[src/rtl/tank_pkg.sv]
// Shared types and constants for the player tank and its downstream consumers
// (color_mapper sprite selection, future projectile/enemy blocks).
package tank_pkg;

  typedef enum logic [2:0] {
    DIR_UP    = 3'b001,
    DIR_RIGHT = 3'b010,
    DIR_LEFT  = 3'b011,
    DIR_DOWN  = 3'b100
  } dir_t;

  typedef enum logic {
    FIRE_READY   = 1'b0,
    FIRE_COOLING = 1'b1
  } fire_state_t;

  localparam logic [7:0] KEY_W     = 8'h1A;
  localparam logic [7:0] KEY_A     = 8'h04;
  localparam logic [7:0] KEY_S     = 8'h16;
  localparam logic [7:0] KEY_D     = 8'h07;
  localparam logic [7:0] KEY_SPACE = 8'h2C;

  localparam int TANK_W = 32;
  localparam int TANK_H = 32;

endpackage

[src/rtl/tank_controller_if.sv]
// Keyboard/pixel inputs and tank state outputs of tank_controller, plus
// debug visibility of the fire FSM state and cooldown counter.
interface tank_controller_if;
  import tank_pkg::*;

  logic [7:0]  keycode;
  logic [9:0]  DrawX;
  logic [9:0]  DrawY;
  logic        is_tank;
  logic [9:0]  tankX;
  logic [9:0]  tankY;
  dir_t        tank_dir;
  logic        fire;
  fire_state_t fire_state;
  logic [5:0]  cooldown;

  // No valid/ready here: keycode is a level sampled on each frame tick, and
  // every output is a level except fire, a single-Clk pulse.
  modport master (
    output keycode, DrawX, DrawY,
    input  is_tank, tankX, tankY, tank_dir, fire, fire_state, cooldown
  );

  modport slave (
    input  keycode, DrawX, DrawY,
    output is_tank, tankX, tankY, tank_dir, fire, fire_state, cooldown
  );

endinterface

[src/rtl/frame_tick_gen.sv]
// Brings the asynchronous frame_clk into the Clk domain and emits a one-Clk
// pulse per frame_clk rising edge.
module frame_tick_gen (
  input  logic Clk,
  input  logic Reset,
  input  logic frame_clk,
  output logic frame_tick
);

  logic       sync1;
  logic       sync2;
  logic       delay;
  logic [1:0] warm;
  logic       armed;

  // armed only sets once a genuinely low frame_clk has been seen after reset,
  // so a frame_clk already high at release cannot fake a rising edge.
  always_ff @(posedge Clk or posedge Reset) begin
    if (Reset) begin
      sync1 <= 1'b0;
      sync2 <= 1'b0;
      delay <= 1'b0;
      warm  <= 2'b00;
      armed <= 1'b0;
    end else begin
      sync1 <= frame_clk;
      sync2 <= sync1;
      delay <= sync2;
      warm  <= {warm[0], 1'b1};
      if (warm[1] && !sync2) armed <= 1'b1;
    end
  end

  assign frame_tick = sync2 & ~delay & armed;

endmodule

[src/rtl/tank_controller.sv]
// Player tank position, facing and fire cooldown, updated once per video
// frame from the held keycode; is_tank is a same-cycle box test.
module tank_controller
  import tank_pkg::*;
#(
  parameter logic [9:0] START_X  = 10'd304,
  parameter logic [9:0] START_Y  = 10'd224,
  parameter logic [9:0] STEP     = 10'd2,
  parameter logic [9:0] SCREEN_W = 10'd640,
  parameter logic [9:0] SCREEN_H = 10'd480,
  parameter logic [5:0] COOLDOWN = 6'd30
) (
  input  logic              Clk,
  input  logic              Reset,
  input  logic              frame_clk,
  tank_controller_if.slave  bus
);

  localparam logic [10:0] STEP_W = {1'b0, STEP};
  localparam logic [10:0] X_MAX  = {1'b0, SCREEN_W} - 11'(TANK_W);
  localparam logic [10:0] Y_MAX  = {1'b0, SCREEN_H} - 11'(TANK_H);

  logic        frame_tick;
  logic [10:0] tank_x;
  logic [10:0] tank_y;
  dir_t        tank_dir;
  logic        fire;
  fire_state_t state;
  logic [5:0]  cooldown;

  logic [10:0] x_nxt;
  logic [10:0] y_nxt;
  dir_t        dir_nxt;
  logic [10:0] draw_x;
  logic [10:0] draw_y;

  frame_tick_gen u_frame_tick_gen (
    .Clk        (Clk),
    .Reset      (Reset),
    .frame_clk  (frame_clk),
    .frame_tick (frame_tick)
  );

  // Positions are held in 11 bits so step arithmetic cannot wrap; the
  // clamps keep bit 10 at zero.
  always_comb begin
    x_nxt   = tank_x;
    y_nxt   = tank_y;
    dir_nxt = tank_dir;
    case (bus.keycode)
      KEY_W: begin
        dir_nxt = DIR_UP;
        y_nxt   = (tank_y < STEP_W) ? 11'd0 : tank_y - STEP_W;
      end
      KEY_S: begin
        dir_nxt = DIR_DOWN;
        y_nxt   = (tank_y + STEP_W > Y_MAX) ? Y_MAX : tank_y + STEP_W;
      end
      KEY_A: begin
        dir_nxt = DIR_LEFT;
        x_nxt   = (tank_x < STEP_W) ? 11'd0 : tank_x - STEP_W;
      end
      KEY_D: begin
        dir_nxt = DIR_RIGHT;
        x_nxt   = (tank_x + STEP_W > X_MAX) ? X_MAX : tank_x + STEP_W;
      end
      default: ;
    endcase
  end

  always_ff @(posedge Clk or posedge Reset) begin
    if (Reset) begin
      tank_x   <= {1'b0, START_X};
      tank_y   <= {1'b0, START_Y};
      tank_dir <= DIR_UP;
      fire     <= 1'b0;
      cooldown <= 6'd0;
      state    <= FIRE_READY;
    end else begin
      fire <= 1'b0;
      if (frame_tick) begin
        tank_x   <= x_nxt;
        tank_y   <= y_nxt;
        tank_dir <= dir_nxt;
        case (state)
          FIRE_READY: begin
            if (bus.keycode == KEY_SPACE) begin
              fire     <= 1'b1;
              cooldown <= COOLDOWN - 6'd1;
              state    <= FIRE_COOLING;
            end
          end
          FIRE_COOLING: begin
            if (cooldown == 6'd0) state <= FIRE_READY;
            else                  cooldown <= cooldown - 6'd1;
          end
          default: state <= FIRE_READY;
        endcase
      end
    end
  end

  assign draw_x = {1'b0, bus.DrawX};
  assign draw_y = {1'b0, bus.DrawY};

  // Unregistered on purpose: color_mapper derives its sprite address from
  // the same cycle's position.
  assign bus.is_tank = (draw_x >= tank_x) && (draw_x < tank_x + 11'(TANK_W)) &&
                       (draw_y >= tank_y) && (draw_y < tank_y + 11'(TANK_H));

  assign bus.tankX      = tank_x[9:0];
  assign bus.tankY      = tank_y[9:0];
  assign bus.tank_dir   = tank_dir;
  assign bus.fire       = fire;
  assign bus.fire_state = state;
  assign bus.cooldown   = cooldown;

endmodule

[src/flat_wrapper.sv]
// flat-port wrapper written by rule: the top's interface ports become plain ports
module tank_controller_flat import tank_pkg::*;
#(
  parameter logic [9:0] START_X  = 10'd304,
  parameter logic [9:0] START_Y  = 10'd224,
  parameter logic [9:0] STEP     = 10'd2,
  parameter logic [9:0] SCREEN_W = 10'd640,
  parameter logic [9:0] SCREEN_H = 10'd480,
  parameter logic [5:0] COOLDOWN = 6'd30
)
  (Clk, Reset, frame_clk, bus_keycode, bus_DrawX, bus_DrawY, bus_is_tank, bus_tankX, bus_tankY, bus_tank_dir, bus_fire, bus_fire_state, bus_cooldown);
  tank_controller_if bus_i ();
  input  logic Clk;
  input  logic Reset;
  input  logic frame_clk;
  input wire logic [$bits(bus_i.keycode)-1:0] bus_keycode;
  input wire logic [$bits(bus_i.DrawX)-1:0] bus_DrawX;
  input wire logic [$bits(bus_i.DrawY)-1:0] bus_DrawY;
  output wire logic [$bits(bus_i.is_tank)-1:0] bus_is_tank;
  output wire logic [$bits(bus_i.tankX)-1:0] bus_tankX;
  output wire logic [$bits(bus_i.tankY)-1:0] bus_tankY;
  output wire logic [$bits(bus_i.tank_dir)-1:0] bus_tank_dir;
  output wire logic [$bits(bus_i.fire)-1:0] bus_fire;
  output wire logic [$bits(bus_i.fire_state)-1:0] bus_fire_state;
  output wire logic [$bits(bus_i.cooldown)-1:0] bus_cooldown;
  assign bus_i.keycode = bus_keycode;
  assign bus_i.DrawX = bus_DrawX;
  assign bus_i.DrawY = bus_DrawY;
  assign bus_is_tank = bus_i.is_tank;
  assign bus_tankX = bus_i.tankX;
  assign bus_tankY = bus_i.tankY;
  assign bus_tank_dir = bus_i.tank_dir;
  assign bus_fire = bus_i.fire;
  assign bus_fire_state = bus_i.fire_state;
  assign bus_cooldown = bus_i.cooldown;
  tank_controller #(.START_X(START_X), .START_Y(START_Y), .STEP(STEP), .SCREEN_W(SCREEN_W), .SCREEN_H(SCREEN_H), .COOLDOWN(COOLDOWN)) u_core (.Clk(Clk), .Reset(Reset), .frame_clk(frame_clk), .bus(bus_i));
endmodule
[config.mk]
export PLATFORM = sky130hd
export DESIGN_NAME = tank_controller_flat
export DESIGN_NICKNAME = d
export VERILOG_FILES = /design/src/rtl/tank_pkg.sv /design/src/rtl/tank_controller_if.sv /design/src/rtl/frame_tick_gen.sv /design/src/rtl/tank_controller.sv /design/src/flat_wrapper.sv
export SDC_FILE = /design/constraint.sdc
export NUM_CORES = 1
export LEC_CHECK = 0
export ABC_AREA = 1
export CAP_MARGIN = 20
export CORE_MARGIN = 5
export CORE_UTILIZATION = 50
export DETAILED_ROUTE_END_ITERATION = 8
export PLACE_DENSITY = 0.78
export SLEW_MARGIN = 30
export SYNTH_ARGS = -nofsm -noshare
export SYNTH_HDL_FRONTEND = slang
export SYNTH_SLANG_ARGS = --single-unit
[constraint.sdc]
create_clock -name Clk -period 3.7 [get_ports Clk]
set_clock_uncertainty 0.05 [all_clocks]
set_input_delay 1.11 -clock Clk [delete_from_list [all_inputs] [get_ports Clk]]
set_output_delay 1.11 -clock Clk [all_outputs]
set_load 0.05 [all_outputs]
==> qor_table.md <==
| Quantity | This run | Unit |
| --- | --- | --- |
| Run status | complete, no violations | - |
| Die span in y | 97.7 | um |
| Boundary pin count | 63 | - |
| Yosys reg bits | 37 | - |
| Post-synthesis cell type with the largest combined area | dfrtp_1 | - |
| Leading cell types by total area after synthesis | dfrtp_1 (20%), nand2_1 (14%), ha_1 (12%) | - |
| Sequential cell area fraction in the yosys report | 0.243 | - |
| Worst setup margin | 0.0772 | ns |
| IO buf count | 58 | - |
| Final hold violations | 0 | - |
| Worst slew margin relative to its limit | 0.626 | - |
| Final design utilization | 0.640 | - |
| Vias after detailed routing | 3874 | - |
| Count of mapped cells out of synthesis | 574 | - |
| Maximum buffer depth of the clock tree | 2 | - |
| Area share of the largest cell type after synthesis | 0.195 | - |
| Clock root buffer | clkbuf_8 | - |
| Clock-pin slew on the worst setup and hold paths | 0.08 | ns |
| First-pass GRT wire length | 16.6 | mm |
| YS warnings | 0 | - |
| Worst setup EP type | primary output | - |
| Largest net degree at the start of global routing | 38 | - |
| Mean routed wirelength per cell | 13.7 | um |
| Count of H-tree levels built during CTS | 2 | - |
| Number of diodes added for antenna fixing | 0 | - |
| Area of the die | 0.00954 | mm2 |
| Width of the chip | 97.7 | um |
| Clock net sink count | 37 | - |
| Avg Synthesized Cell Area | 6.70 | um2 |
| Hold buffer count at cts | 0 | - |
| Crit Path Max Fanout | 2 | - |
| Commonest register cell after synthesis | dfrtp_1 | - |
| Commonest cells post-synth | nand2_1 (143), nor2_1 (71), inv_1 (63) | - |
| First-iteration detailed-routing DRC count | 199 | - |
| Pre-CTS setup slack | -0.232 | ns |
| DRC violations left | 0 | - |
| Sum of routed wire length over all layers | 10.0 | mm |
| PnR Total Power | 1480 | uW |
| Period utilisation layout | 0.979 | - |
| Kind of path behind the tightest hold check | reg -> reg | - |
| Latest clock arrival within the worst-skew pair | 0.30 | ns |
| EDFF count, synth | 0 | - |
| Std cell rows | 32 | - |
| Post-route antenna net violation count | 0 | - |
| Clock buffer count from CTS | 5 | - |
| Count of distinct cell types in the synthesized netlist | 40 | - |
| Initial DRT Pass Iterations | 7 | - |
| Max-slew violation count | 0 | - |
| Vias in the first global route | 3646 | - |
| Leading cell type by number of instances after synthesis | nand2_1 | - |
| Antenna violations before repair | 0 | - |
| Initial Utilization | 0.505 | - |
| Minimum period implied by the final worst setup slack | 3.62 | ns |
| Power density cells | 304 | mW/mm2 |
| Routability congestion estimate | 0.929 | - |
| Setup-failing EPs final | 0 | - |
| WP data required | 2.54 | ns |
| Floorplan Core Area | 0.00761 | mm2 |
| Launching element type of the critical path | input pin | - |
| Async set or reset register ratio after synthesis | 1.00 | - |
| Final global-route overflow total | 0 | - |
| CTS tree | done | - |
| Setup CP Type | in -> out | - |
| Layout area overhead | 26.6 | % |
| # nets final | 698 | - |
| Area of the mapped netlist | 0.00384 | mm2 |
| Unrepaired setup endpoints after global routing | yes | - |
| LEAKAGE | 0.00226 | uW |
| Worst EP arrival | 2.46 | ns |
| Maximum achievable frequency | 276 | MHz |
| Max-capacitance violation count | 0 | - |
| DP Wirelength | 7.48 | mm |
| IR Drop Worst-Case VDD | 0.544 | mV |
| Fraction of layout cells with a size suffix above 1 | 0.189 | - |
| Transition at the pin with the smallest max-transition slack | 0.559 | ns |
| DR vias/cell | 5.29 | - |
| Global-route total usage across every layer | 0.206 | - |
[state kept, by name, indices dropped and copies added, names as in the netlist]
register,cells
u_core.bus.tank_dir,3
u_core.bus.fire,1
u_core.u_frame_tick_gen.sync1,1
u_core.u_frame_tick_gen.sync2,1
u_core.tank_y,10
u_core.u_frame_tick_gen.warm,2
u_core.bus.cooldown,6
u_core.u_frame_tick_gen.armed,1
u_core.tank_x,10
u_core.u_frame_tick_gen.delay,1
u_core.bus.fire_state,1
[what timing repair did]
action,CTS,global route
buffers inserted,6,4
gates resized for setup,34,56
pin swaps,27,33
setup endpoints to repair,1,1
[layout make-up]
type,instances,area [um2]
sequential,37,935
tap,102,128
timing repair buffer,75,684
inverter,70,269
clock inverter,1,8.76
multi-input combinational,440,2750
fill,657,2740
clock buffer,7,96.3
[per-stage QoR]
stage               setup TNS (ns)  cell area (um2)  hold slack [ns]  std cells
floorplan                        0             3850            0.281        575
global placement            -0.226             4420            0.283        714
detailed placement          -0.232             4420            0.290        714
CTS                              0             4620            0.311        728
global route               -0.0254             4870            0.327        732
finish                           0             4870            0.305        732
[final timing paths]
| check | startpoint | end | slack, ns | depth (start not counted) |
|---|---|---|---|---|
| max in group asynchronous | Reset | u_core.tank_x[5] | 2.07 | 3 |
| hold reg to reg | u_core.u_frame_tick_gen.sync1 | u_core.u_frame_tick_gen.sync2 | 0.31 | 0 |
| hold / removal | u_core.u_frame_tick_gen.sync1 | u_core.u_frame_tick_gen.sync2 | 0.31 | 0 |
| setup reg to reg | u_core.tank_x[5] | u_core.tank_x[1] | 1.66 | 10 |
| setup / recovery | bus_DrawX[9] | bus_is_tank | 0.08 | 11 |
| min in group asynchronous | Reset | u_core.tank_y[4] | 1.16 | 3 |
[per-layer routing]
metal,global-route usage,vias to the layer above,part of all wire
li1,-,1947,-
met1,0.267,1798,0.43
met2,0.352,117,0.50
met3,0.0438,12,0.060
met4,0.0479,0,0.012
met5,0,-,0
[critical path: stages]
cell and delay (ns):
dlygate4sd2_1 0.26, ha_1 0.30, nand2_2 0.08, nor2_4 0.12, nand3_2 0.07, nand3_1 0.09, nand2_1 0.06, inv_2 0.05
nand3_2 0.07, nor2_4 0.11, buf_12 0.14
[power breakdown]
part / switching (uW) / internal [uW] / total (uW)
clock network: 157 / 172 / 329
logic: 409 / 226 / 636
registers: 56.4 / 457 / 513
total: 622 / 855 / 1480
[logic make-up after synthesis]
kind of cell,synth area share
XOR/XNOR,0.0387
flip-flops,0.243
AND/OR/NAND/NOR,0.388
other,0.00195
buffers and inverters,0.122
adder cells (fa/ha/maj),0.124
AO/OA/AOI/OAI,0.0823
[layout by cell type (no fill, tap or decap), types with 3 or more instances in the layout]
cell,netlist,layout
inv_1,63,58
nand3_1,57,51
xor2_1,16,15
o21ai_1,1,3
nand4_1,13,13
clkdlybuf4s50_1,0,39
conb_1,2,3
nand2_2,8,13
nor2_2,6,8
ha_1,38,25
buf_4,21,16
nand3_2,3,8
dfrtp_1,30,30
nor2_4,6,11
clkbuf_8,0,7
ha_4,0,13
nand3b_1,6,6
a21oi_1,32,27
o21ai_0,17,15
a21oi_2,0,4
nor2_1,71,64
clkdlybuf4s15_1,0,3
dlygate4sd2_1,0,10
nand2_1,143,137
dfstp_2,7,7
clkbuf_2,1,5
inv_2,6,9
o21a_1,3,3
Note: power is estimated with default switching activity, not from simulation.
